<file path="src/rtl/spi2apb_bridge_if.sv">
// APB bus between the SPI bridge (requester) and the APB completer.
interface spi2apb_bridge_if;
    logic [31:0] paddr;
    logic        psel;
    logic        penable;
    logic        pwrite;
    logic [31:0] pwdata;
    logic [31:0] prdata;
    logic        pready;
    logic        pslverr;

    modport master (
        output paddr, psel, penable, pwrite, pwdata,
        input  prdata, pready, pslverr
    );

    modport slave (
        input  paddr, psel, penable, pwrite, pwdata,
        output prdata, pready, pslverr
    );
endinterface

</file>
<file path="src/rtl/spi2apb_bridge.sv">
// SPI mode-0 slave that turns 8-bit command frames into single APB reads/writes.
// SPI pins are oversampled in the pclk domain; sclk must be at most pclk/8.
module spi2apb_bridge #(
    parameter logic [31:0] ADDR_BASE = 32'h0000_0000
) (
    input  logic             pclk,
    input  logic             preset,
    input  logic             spi_sclk,
    input  logic             spi_cs_n,
    input  logic             spi_mosi,
    output logic             spi_miso,
    spi2apb_bridge_if.master apb,
    output logic             apb_err,
    output logic             frame_abort
);

    localparam int unsigned DATA_W = 32;
    localparam int unsigned IDX_W  = 7;
    localparam int unsigned CNT_W  = 6;

    localparam logic [CNT_W-1:0] CMD_LAST   = CNT_W'(7);
    localparam logic [CNT_W-1:0] DUMMY_BITS = CNT_W'(8);
    localparam logic [CNT_W-1:0] DATA_LAST  = CNT_W'(DATA_W - 1);

    typedef enum logic [2:0] {
        S_IDLE,
        S_CMD,
        S_WDATA,
        S_RDUMMY,
        S_RDATA,
        S_DONE
    } frame_state_e;

    typedef enum logic [1:0] {
        A_IDLE,
        A_SETUP,
        A_ACCESS
    } apb_state_e;

    // ------------------------------------------------------------------
    // Input synchronizers and edge detection
    // ------------------------------------------------------------------
    logic sclk_meta_q, sclk_sync_q, sclk_prev_q;
    logic cs_meta_q,   cs_sync_q,   cs_prev_q;
    logic mosi_meta_q, mosi_sync_q;

    always_ff @(posedge pclk) begin
        if (preset) begin
            sclk_meta_q <= 1'b0;
            sclk_sync_q <= 1'b0;
            sclk_prev_q <= 1'b0;
            cs_meta_q   <= 1'b1;
            cs_sync_q   <= 1'b1;
            cs_prev_q   <= 1'b1;
            mosi_meta_q <= 1'b0;
            mosi_sync_q <= 1'b0;
        end else begin
            sclk_meta_q <= spi_sclk;
            sclk_sync_q <= sclk_meta_q;
            sclk_prev_q <= sclk_sync_q;
            cs_meta_q   <= spi_cs_n;
            cs_sync_q   <= cs_meta_q;
            cs_prev_q   <= cs_sync_q;
            mosi_meta_q <= spi_mosi;
            mosi_sync_q <= mosi_meta_q;
        end
    end

    logic sclk_rise_c, sclk_fall_c, cs_fall_c;

    assign sclk_rise_c = sclk_sync_q & ~sclk_prev_q;
    assign sclk_fall_c = ~sclk_sync_q & sclk_prev_q;
    assign cs_fall_c   = cs_prev_q & ~cs_sync_q;

    // ------------------------------------------------------------------
    // Frame FSM
    // ------------------------------------------------------------------
    frame_state_e       fstate_q, fstate_d;
    logic [CNT_W-1:0]   bit_cnt_q, bit_cnt_d;
    logic [7:0]         cmd_q, cmd_d;
    logic [DATA_W-1:0]  shift_q, shift_d;
    logic               miso_q, miso_d;
    logic               abort_q, abort_d;

    logic               launch_c;
    logic               launch_wr_c;
    logic [IDX_W-1:0]   launch_idx_c;

    apb_state_e         astate_q, astate_d;
    logic [DATA_W-1:0]  rdata_q, rdata_d;
    logic               rvalid_q, rvalid_d;

    always_ff @(posedge pclk) begin
        if (preset) begin
            fstate_q  <= S_IDLE;
            bit_cnt_q <= '0;
            cmd_q     <= '0;
            shift_q   <= '0;
            miso_q    <= 1'b0;
            abort_q   <= 1'b0;
        end else begin
            fstate_q  <= fstate_d;
            bit_cnt_q <= bit_cnt_d;
            cmd_q     <= cmd_d;
            shift_q   <= shift_d;
            miso_q    <= miso_d;
            abort_q   <= abort_d;
        end
    end

    always_comb begin
        fstate_d     = fstate_q;
        bit_cnt_d    = bit_cnt_q;
        cmd_d        = cmd_q;
        shift_d      = shift_q;
        miso_d       = miso_q;
        abort_d      = 1'b0;
        launch_c     = 1'b0;
        launch_wr_c  = 1'b0;
        launch_idx_c = cmd_q[IDX_W-1:0];

        if (cs_sync_q) begin
            // CS released: any frame still collecting or returning bits is cut short
            fstate_d  = S_IDLE;
            bit_cnt_d = '0;
            miso_d    = 1'b0;
            if (fstate_q inside {S_CMD, S_WDATA, S_RDUMMY, S_RDATA}) begin
                abort_d = 1'b1;
            end
        end else begin
            unique case (fstate_q)
                S_IDLE: begin
                    miso_d = 1'b0;
                    if (cs_fall_c) begin
                        fstate_d  = S_CMD;
                        bit_cnt_d = '0;
                        cmd_d     = '0;
                        shift_d   = '0;
                    end
                end

                S_CMD: begin
                    miso_d = 1'b0;
                    if (sclk_rise_c) begin
                        cmd_d     = {cmd_q[6:0], mosi_sync_q};
                        bit_cnt_d = CNT_W'(bit_cnt_q + 1'b1);
                        if (bit_cnt_q == CMD_LAST) begin
                            bit_cnt_d = '0;
                            if (astate_q != A_IDLE) begin
                                fstate_d = S_DONE;
                                abort_d  = 1'b1;
                            end else if (cmd_d[7]) begin
                                fstate_d = S_WDATA;
                            end else begin
                                fstate_d     = S_RDUMMY;
                                launch_c     = 1'b1;
                                launch_idx_c = cmd_d[IDX_W-1:0];
                            end
                        end
                    end
                end

                S_WDATA: begin
                    miso_d = 1'b0;
                    if (sclk_rise_c) begin
                        shift_d   = {shift_q[DATA_W-2:0], mosi_sync_q};
                        bit_cnt_d = CNT_W'(bit_cnt_q + 1'b1);
                        if (bit_cnt_q == DATA_LAST) begin
                            bit_cnt_d = '0;
                            fstate_d  = S_DONE;
                            if (astate_q != A_IDLE) begin
                                abort_d = 1'b1;
                            end else begin
                                launch_c    = 1'b1;
                                launch_wr_c = 1'b1;
                            end
                        end
                    end
                end

                S_RDUMMY: begin
                    miso_d = 1'b0;
                    if (sclk_rise_c && (bit_cnt_q != DUMMY_BITS)) begin
                        bit_cnt_d = CNT_W'(bit_cnt_q + 1'b1);
                    end
                    // Read word is committed on the falling edge after the dummy byte
                    if (sclk_fall_c && (bit_cnt_q == DUMMY_BITS)) begin
                        fstate_d  = S_RDATA;
                        bit_cnt_d = '0;
                        if (rvalid_q) begin
                            shift_d = rdata_q;
                        end else begin
                            shift_d = '0;
                            abort_d = 1'b1;
                        end
                        miso_d = shift_d[DATA_W-1];
                    end
                end

                S_RDATA: begin
                    if (sclk_fall_c) begin
                        shift_d = {shift_q[DATA_W-2:0], 1'b0};
                        miso_d  = shift_q[DATA_W-2];
                    end
                    if (sclk_rise_c) begin
                        if (bit_cnt_q == DATA_LAST) begin
                            fstate_d  = S_DONE;
                            bit_cnt_d = '0;
                            miso_d    = 1'b0;
                        end else begin
                            bit_cnt_d = CNT_W'(bit_cnt_q + 1'b1);
                        end
                    end
                end

                S_DONE: begin
                    miso_d = 1'b0;
                end

                default: begin
                    fstate_d = S_IDLE;
                    miso_d   = 1'b0;
                end
            endcase
        end

        // Look one synchronizer stage ahead so miso is low in the same cycle CS reads high
        if (cs_meta_q) begin
            miso_d = 1'b0;
        end
    end

    assign spi_miso    = miso_q;
    assign frame_abort = abort_q;

    // ------------------------------------------------------------------
    // APB requester FSM
    // ------------------------------------------------------------------
    logic              psel_q, psel_d;
    logic              penable_q, penable_d;
    logic              pwrite_q, pwrite_d;
    logic [DATA_W-1:0] paddr_q, paddr_d;
    logic [DATA_W-1:0] pwdata_q, pwdata_d;
    logic              apb_err_q, apb_err_d;

    always_ff @(posedge pclk) begin
        if (preset) begin
            astate_q  <= A_IDLE;
            psel_q    <= 1'b0;
            penable_q <= 1'b0;
            pwrite_q  <= 1'b0;
            paddr_q   <= '0;
            pwdata_q  <= '0;
            rdata_q   <= '0;
            rvalid_q  <= 1'b0;
            apb_err_q <= 1'b0;
        end else begin
            astate_q  <= astate_d;
            psel_q    <= psel_d;
            penable_q <= penable_d;
            pwrite_q  <= pwrite_d;
            paddr_q   <= paddr_d;
            pwdata_q  <= pwdata_d;
            rdata_q   <= rdata_d;
            rvalid_q  <= rvalid_d;
            apb_err_q <= apb_err_d;
        end
    end

    always_comb begin
        astate_d  = astate_q;
        psel_d    = psel_q;
        penable_d = penable_q;
        pwrite_d  = pwrite_q;
        paddr_d   = paddr_q;
        pwdata_d  = pwdata_q;
        rdata_d   = rdata_q;
        rvalid_d  = rvalid_q;
        apb_err_d = 1'b0;

        unique case (astate_q)
            A_IDLE: begin
                psel_d    = 1'b0;
                penable_d = 1'b0;
                if (launch_c) begin
                    astate_d = A_SETUP;
                    psel_d   = 1'b1;
                    pwrite_d = launch_wr_c;
                    paddr_d  = ADDR_BASE + {23'h0, launch_idx_c, 2'b00};
                    rvalid_d = 1'b0;
                    if (launch_wr_c) begin
                        pwdata_d = shift_d;
                    end
                end
            end

            A_SETUP: begin
                astate_d  = A_ACCESS;
                penable_d = 1'b1;
            end

            A_ACCESS: begin
                if (apb.pready) begin
                    astate_d  = A_IDLE;
                    psel_d    = 1'b0;
                    penable_d = 1'b0;
                    apb_err_d = apb.pslverr;
                    if (!pwrite_q) begin
                        rdata_d  = apb.prdata;
                        rvalid_d = 1'b1;
                    end
                end
            end

            default: begin
                astate_d  = A_IDLE;
                psel_d    = 1'b0;
                penable_d = 1'b0;
            end
        endcase
    end

    assign apb.paddr   = paddr_q;
    assign apb.psel    = psel_q;
    assign apb.penable = penable_q;
    assign apb.pwrite  = pwrite_q;
    assign apb.pwdata  = pwdata_q;
    assign apb_err     = apb_err_q;

endmodule

</file>
<file path="src/flat_wrapper.sv">
// flat-port wrapper written by rule: the top's interface ports become plain ports
module spi2apb_bridge_flat 
#(
    parameter logic [31:0] ADDR_BASE = 32'h0000_0000
)
  (pclk, preset, spi_sclk, spi_cs_n, spi_mosi, spi_miso, apb_err, frame_abort, apb_paddr, apb_psel, apb_penable, apb_pwrite, apb_pwdata, apb_prdata, apb_pready, apb_pslverr);
  spi2apb_bridge_if apb_i ();
  input  logic pclk;
  input  logic preset;
  input  logic spi_sclk;
  input  logic spi_cs_n;
  input  logic spi_mosi;
  output logic spi_miso;
  output logic apb_err;
  output logic frame_abort;
  output wire logic [$bits(apb_i.paddr)-1:0] apb_paddr;
  output wire logic [$bits(apb_i.psel)-1:0] apb_psel;
  output wire logic [$bits(apb_i.penable)-1:0] apb_penable;
  output wire logic [$bits(apb_i.pwrite)-1:0] apb_pwrite;
  output wire logic [$bits(apb_i.pwdata)-1:0] apb_pwdata;
  input wire logic [$bits(apb_i.prdata)-1:0] apb_prdata;
  input wire logic [$bits(apb_i.pready)-1:0] apb_pready;
  input wire logic [$bits(apb_i.pslverr)-1:0] apb_pslverr;
  assign apb_paddr = apb_i.paddr;
  assign apb_psel = apb_i.psel;
  assign apb_penable = apb_i.penable;
  assign apb_pwrite = apb_i.pwrite;
  assign apb_pwdata = apb_i.pwdata;
  assign apb_i.prdata = apb_prdata;
  assign apb_i.pready = apb_pready;
  assign apb_i.pslverr = apb_pslverr;
  spi2apb_bridge #(.ADDR_BASE(ADDR_BASE)) u_core (.pclk(pclk), .preset(preset), .spi_sclk(spi_sclk), .spi_cs_n(spi_cs_n), .spi_mosi(spi_mosi), .spi_miso(spi_miso), .apb(apb_i), .apb_err(apb_err), .frame_abort(frame_abort));
endmodule
</file>
<file path="config.mk">
export PLATFORM = sky130hd
export DESIGN_NAME = spi2apb_bridge_flat
export DESIGN_NICKNAME = d
export VERILOG_FILES = /design/src/rtl/spi2apb_bridge_if.sv /design/src/rtl/spi2apb_bridge.sv /design/src/flat_wrapper.sv
export SDC_FILE = /design/constraint.sdc
export NUM_CORES = 1
export LEC_CHECK = 0
export CORE_MARGIN = 2
export CORE_UTILIZATION = 42
export CTS_CLUSTER_SIZE = 10
export DETAILED_ROUTE_END_ITERATION = 8
export GPL_TIMING_DRIVEN = 1
export PLACE_DENSITY_LB_ADDON = 0.05
export SYNTH_ARGS = -nofsm -noshare
export SYNTH_HDL_FRONTEND = slang
export SYNTH_SLANG_ARGS = --single-unit
</file>
<file path="constraint.sdc">
create_clock -name pclk -period 2.9 [get_ports pclk]
set_input_delay 0.87 -clock pclk [delete_from_list [all_inputs] [get_ports pclk]]
set_output_delay 0.87 -clock pclk [all_outputs]
set_load 0.01 [all_outputs]
</file>
==> results.sh <==
export IMPL_outcome="finished, final reports clean"
export IMPL_yosys_cell_count_top_type="dfxtp_1"
export IMPL_postCtsSetupRepairBufs=0
export IMPL_number_of_enable_flip_flop_cells_after_synthesis=0
export IMPL_critical_path_startpoint_type="flip-flop"
export IMPL_die_width_um=118.3
export IMPL_io_buffer_count=83
export IMPL_wire_length_of_the_first_global_routing_pass_um=21160
export IMPL_grt_total_usage=0.1877
export IMPL_cts_buffers=17
export IMPL_grt_antenna_before_repair=0
export IMPL_holdBufCountCts=0
export IMPL_final_cycle_share=0.8593
export IMPL_antenna_violating_nets_post_route=0
export IMPL_type_of_destination_of_the_critical_path="flip-flop"
export IMPL_synth_seq_cells=135
export IMPL_via_per_inst=5.166
export IMPL_critical_path_slowest_cell="dfxtp_1"
export IMPL_clk_path_buf_depth=2
export IMPL_met2_usage=0.2970
export IMPL_max_freq_mhz=401.3
export IMPL_worst_hold_path_endpoint="u_core.mosi_sync_q"
export IMPL_path_class="flip-flop to flip-flop"
export IMPL_xor_and_xnor_fraction_of_the_mapped_netlist_area=0.001596
export IMPL_core_rowCount=41
export IMPL_clkSinkCount=135
export IMPL_mean_instance_size_in_the_synthesized_netlist_um2=8.563
export IMPL_nets=745
export IMPL_worst_hold_path_type="flip-flop to flip-flop"
export IMPL_rsz0062_at_grt="false"
export IMPL_synth_top_cell_area_share=0.4924
export IMPL_maxSlewViolCount=0
export IMPL_timing_critical_path_fanout_max=20
export IMPL_synth_area_mux_share=0.01824
export IMPL_synth_simple_area_share=0.2047
export IMPL_worst_slew_margin_rel=0.4180
export IMPL_fraction_of_layout_cells_with_a_size_suffix_above_1=0.08368
export IMPL_design_core_area_um2=12670
export IMPL_worstSkewPairLatency_ns=0.42
export IMPL_place_detailed_instances=857
export IMPL_route_detailed_wl_per_inst_um=14.37
export IMPL_drtIter0Drc=258
export IMPL_hold_depth=1
export IMPL_detailedRoute_firstPassIterationCount=4
export IMPL_cp_required_ns=3.22
export IMPL_worst_ep_arrival_time_ns=2.81
export IMPL_internal_power_component_w=0.003386
export IMPL_io_pins=109
export IMPL_synth_seq_area_share=0.4924
export IMPL_fraction_of_the_mapped_netlist_area_in_adder_cells=0.004559
export IMPL_final_cell_count_no_fill=889
export IMPL_synth_top_cell_by_area="dfxtp_1"
export IMPL_fin_crit_ns=2.492
export IMPL_cts_clk_slew_worst_paths_ns=0.05
export IMPL_worst_r2r_setup_slack_ns=0.41
export IMPL_setup_violations_final=0
export IMPL_power_clock_fraction=0.527
export IMPL_gr_usage_met3=0.05309
export IMPL_synth_top_flop_cell="dfxtp_1"
export IMPL_place_gp_congestion=0.8377
export IMPL_p_comb_frac=0.032
export IMPL_syn_instance_count=641
export IMPL_worst_slew_pin_transition_ns=0.8678
export IMPL_total_switching_power_w=0.0008472
export IMPL_synth_top_family_by_area="compound AO/OA/AOI/OAI gates"
export IMPL_htreeDepth=4
export IMPL_routed_via_count=4593
export IMPL_synth_top_cells_by_count="dfxtp_1 (135), nand2_1 (112), a21oi_1 (56), nor2_1 (53), a211oi_1 (42)"
export IMPL_diodes=0
export IMPL_die_height_um=118.3
export IMPL_die_area_um2=14000
export IMPL_clock_root_buffer="clkbuf_16"
export IMPL_synth_distinct_cells=51
export IMPL_worst_hold_launch="u_core.mosi_meta_q"
export IMPL_yosys_warnings=0
export IMPL_endpoints_failing_hold=0
export IMPL_synth_compound_area_frac=0.2056
export IMPL_power_static_leakage_nw=2.285
export IMPL_top_usage_layer="met2"
export IMPL_netlist_area_um2=5489
export IMPL_finalSetupTns_ns=0
export IMPL_maxCapViolations=0
export IMPL_path_common_cell="a211oi_1"
export IMPL_grt_pass1_vias=4354
export IMPL_routed_wirelength_um=12770
export IMPL_grt_remaining_overflow=0
export IMPL_rr_startpoint="u_core.fstate_q[1]"
export IMPL_cp_slowest_stage_delay_ns=0.72
export IMPL_ctsResizeCount=0
export IMPL_globalRouteMet1Util=0.2392
export IMPL_cells_along_the_critical_path="nor3b_1 > a211oi_1 > a211oi_1 > o2bb2ai_1 > mux2i_1 > nor4_1"
export IMPL_seqPwrFrac=0.441
export IMPL_clock_skew_final_ns=0.004799
export IMPL_synth_top_cells_by_area="dfxtp_1 (49%), nand2_1 (7.7%), a211oi_1 (5.7%), a21oi_1 (5.1%), a22oi_1 (4.2%)"
export IMPL_area_growth_synth_to_final_pct=27.08
export IMPL_place_detailed_hpwl_um=8168
export IMPL_async_flop_share=0
export IMPL_tritoncts_clock_tree="built"
export IMPL_initial_standard_cell_utilization_of_the_core=0.4332
export IMPL_final_core_util=0.5505
export IMPL_vdd_drop_max_mv=0.4220
export IMPL_power_density_cell_area_nw_per_um2=606.9
export IMPL_swShare=0.2001
export IMPL_worstRegToRegCells=6
export IMPL_post_route_drc_count=0
export IMPL_r2r_end="u_core.bit_cnt_q[2]"
export IMPL_maximum_number_of_pins_on_one_net_before_global_route_repair=56
[state kept, by name, summed over array words and instances (netlist names), 2 cells and up]
signal,flops
u_core.apb.paddr,7
u_core.apb.pwdata,32
u_core.astate_q,2
u_core.bit_cnt_q,6
u_core.cmd_q,7
u_core.fstate_q,3
u_core.rdata_q,32
u_core.shift_q,31
[placed cells by master, fill, tap and decap left out, types with 4 or more instances in the layout]
cell type	count
or2_2	7
nor2b_1	9
o21ai_0	36
clkbuf_16	17
nor2_1	51
dfxtp_1	135
a211oi_1	42
a21oi_1	55
mux2i_1	10
nand3_1	14
clkbuf_8	5
clkdlybuf4s50_1	82
or3b_2	5
a22oi_1	31
conb_1	25
nand2_1	112
nand3b_1	4
buf_4	9
nor3_1	7
[cell families after synthesis]
| logic type | count (synthesis) |
|---|---|
| other cells | 1 |
| mux | 10 |
| xor+xnor | 1 |
| simple gates | 236 |
| flops | 135 |
| compound gates | 180 |
| fa+ha+maj | 2 |
| buf+inv | 76 |
[worst max-delay path by stage]
stage | slack, ns | cells past startpoint | to | start
2_1_floorplan | 0.86 | 7 | u_core.bit_cnt_q[5] | u_core.bit_cnt_q[0]
3_3_place_gp | 0.45 | 5 | u_core.rdata_q[17] | apb_pready
3_5_place_dp | 0.42 | 5 | u_core.rdata_q[15] | apb_pready
4_1_cts | 0.40 | 6 | u_core.bit_cnt_q[2] | u_core.fstate_q[1]
5_1_grt | 0.13 | 7 | u_core.fstate_q[0] | u_core.bit_cnt_q[0]
6_report | 0.41 | 6 | u_core.bit_cnt_q[2] | u_core.fstate_q[1]
[routing by layer]
| layer | part of all wire | up-vias | wire length (um) |
|---|---|---|---|
| li1 | - | 2325 | - |
| met1 | 0.47 | 2157 | 5968 |
| met2 | 0.47 | 97 | 5993 |
| met3 | 0.048 | 14 | 615 |
| met4 | 0.015 | 0 | 197 |
| met5 | 0 | - | 0 |
[power groups by stage]
stage               Combinational [W]  Clock (W)  Sequential [W]
detailed placement           0.000137          0         0.00191
finish                       0.000137    0.00223         0.00187
floorplan                   0.0000911          0         0.00190
global route                 0.000148    0.00235         0.00187
CTS                          0.000137    0.00227         0.00187
global placement             0.000138          0         0.00191
[critical path: cells and delay by family (launching register included)]
| kind | cells | cell delay [ns] |
|---|---|---|
| and+or+nand+nor | 2 | 0.47 |
| DFF | 1 | 0.72 |
| muxes | 1 | 0.18 |
| AOI/OAI and AO/OA | 3 | 1.02 |
[final cells by class]
| cell class | instances | area, um^2 |
|---|---|---|
| Inverter | 3 | 11.26 |
| Multi-Input combinational cell | 454 | 2497 |
| Fill cell | 1227 | 5695 |
| Clock buffer | 25 | 505.5 |
| Clock inverter | 7 | 115.1 |
| Timing Repair Buffer | 93 | 928.4 |
| Tap cell | 172 | 215.2 |
| Sequential cell | 135 | 2703 |
[per-stage QoR]
stage	area, um^2	hold slack (ns)	power [W]	worst slack (ns)
2_1_floorplan	5579	0.3923	0.001993	0.8640
3_3_place_gp	6355	0.4272	0.002043	0.4528
3_5_place_dp	6355	0.4299	0.002042	0.4212
4_1_cts	6975	0.4428	0.004269	0.3991
5_1_grt	6975	0.4656	0.004360	0.1299
6_report	6975	0.4426	0.004233	0.4080
(Power assumes the default switching activity.)
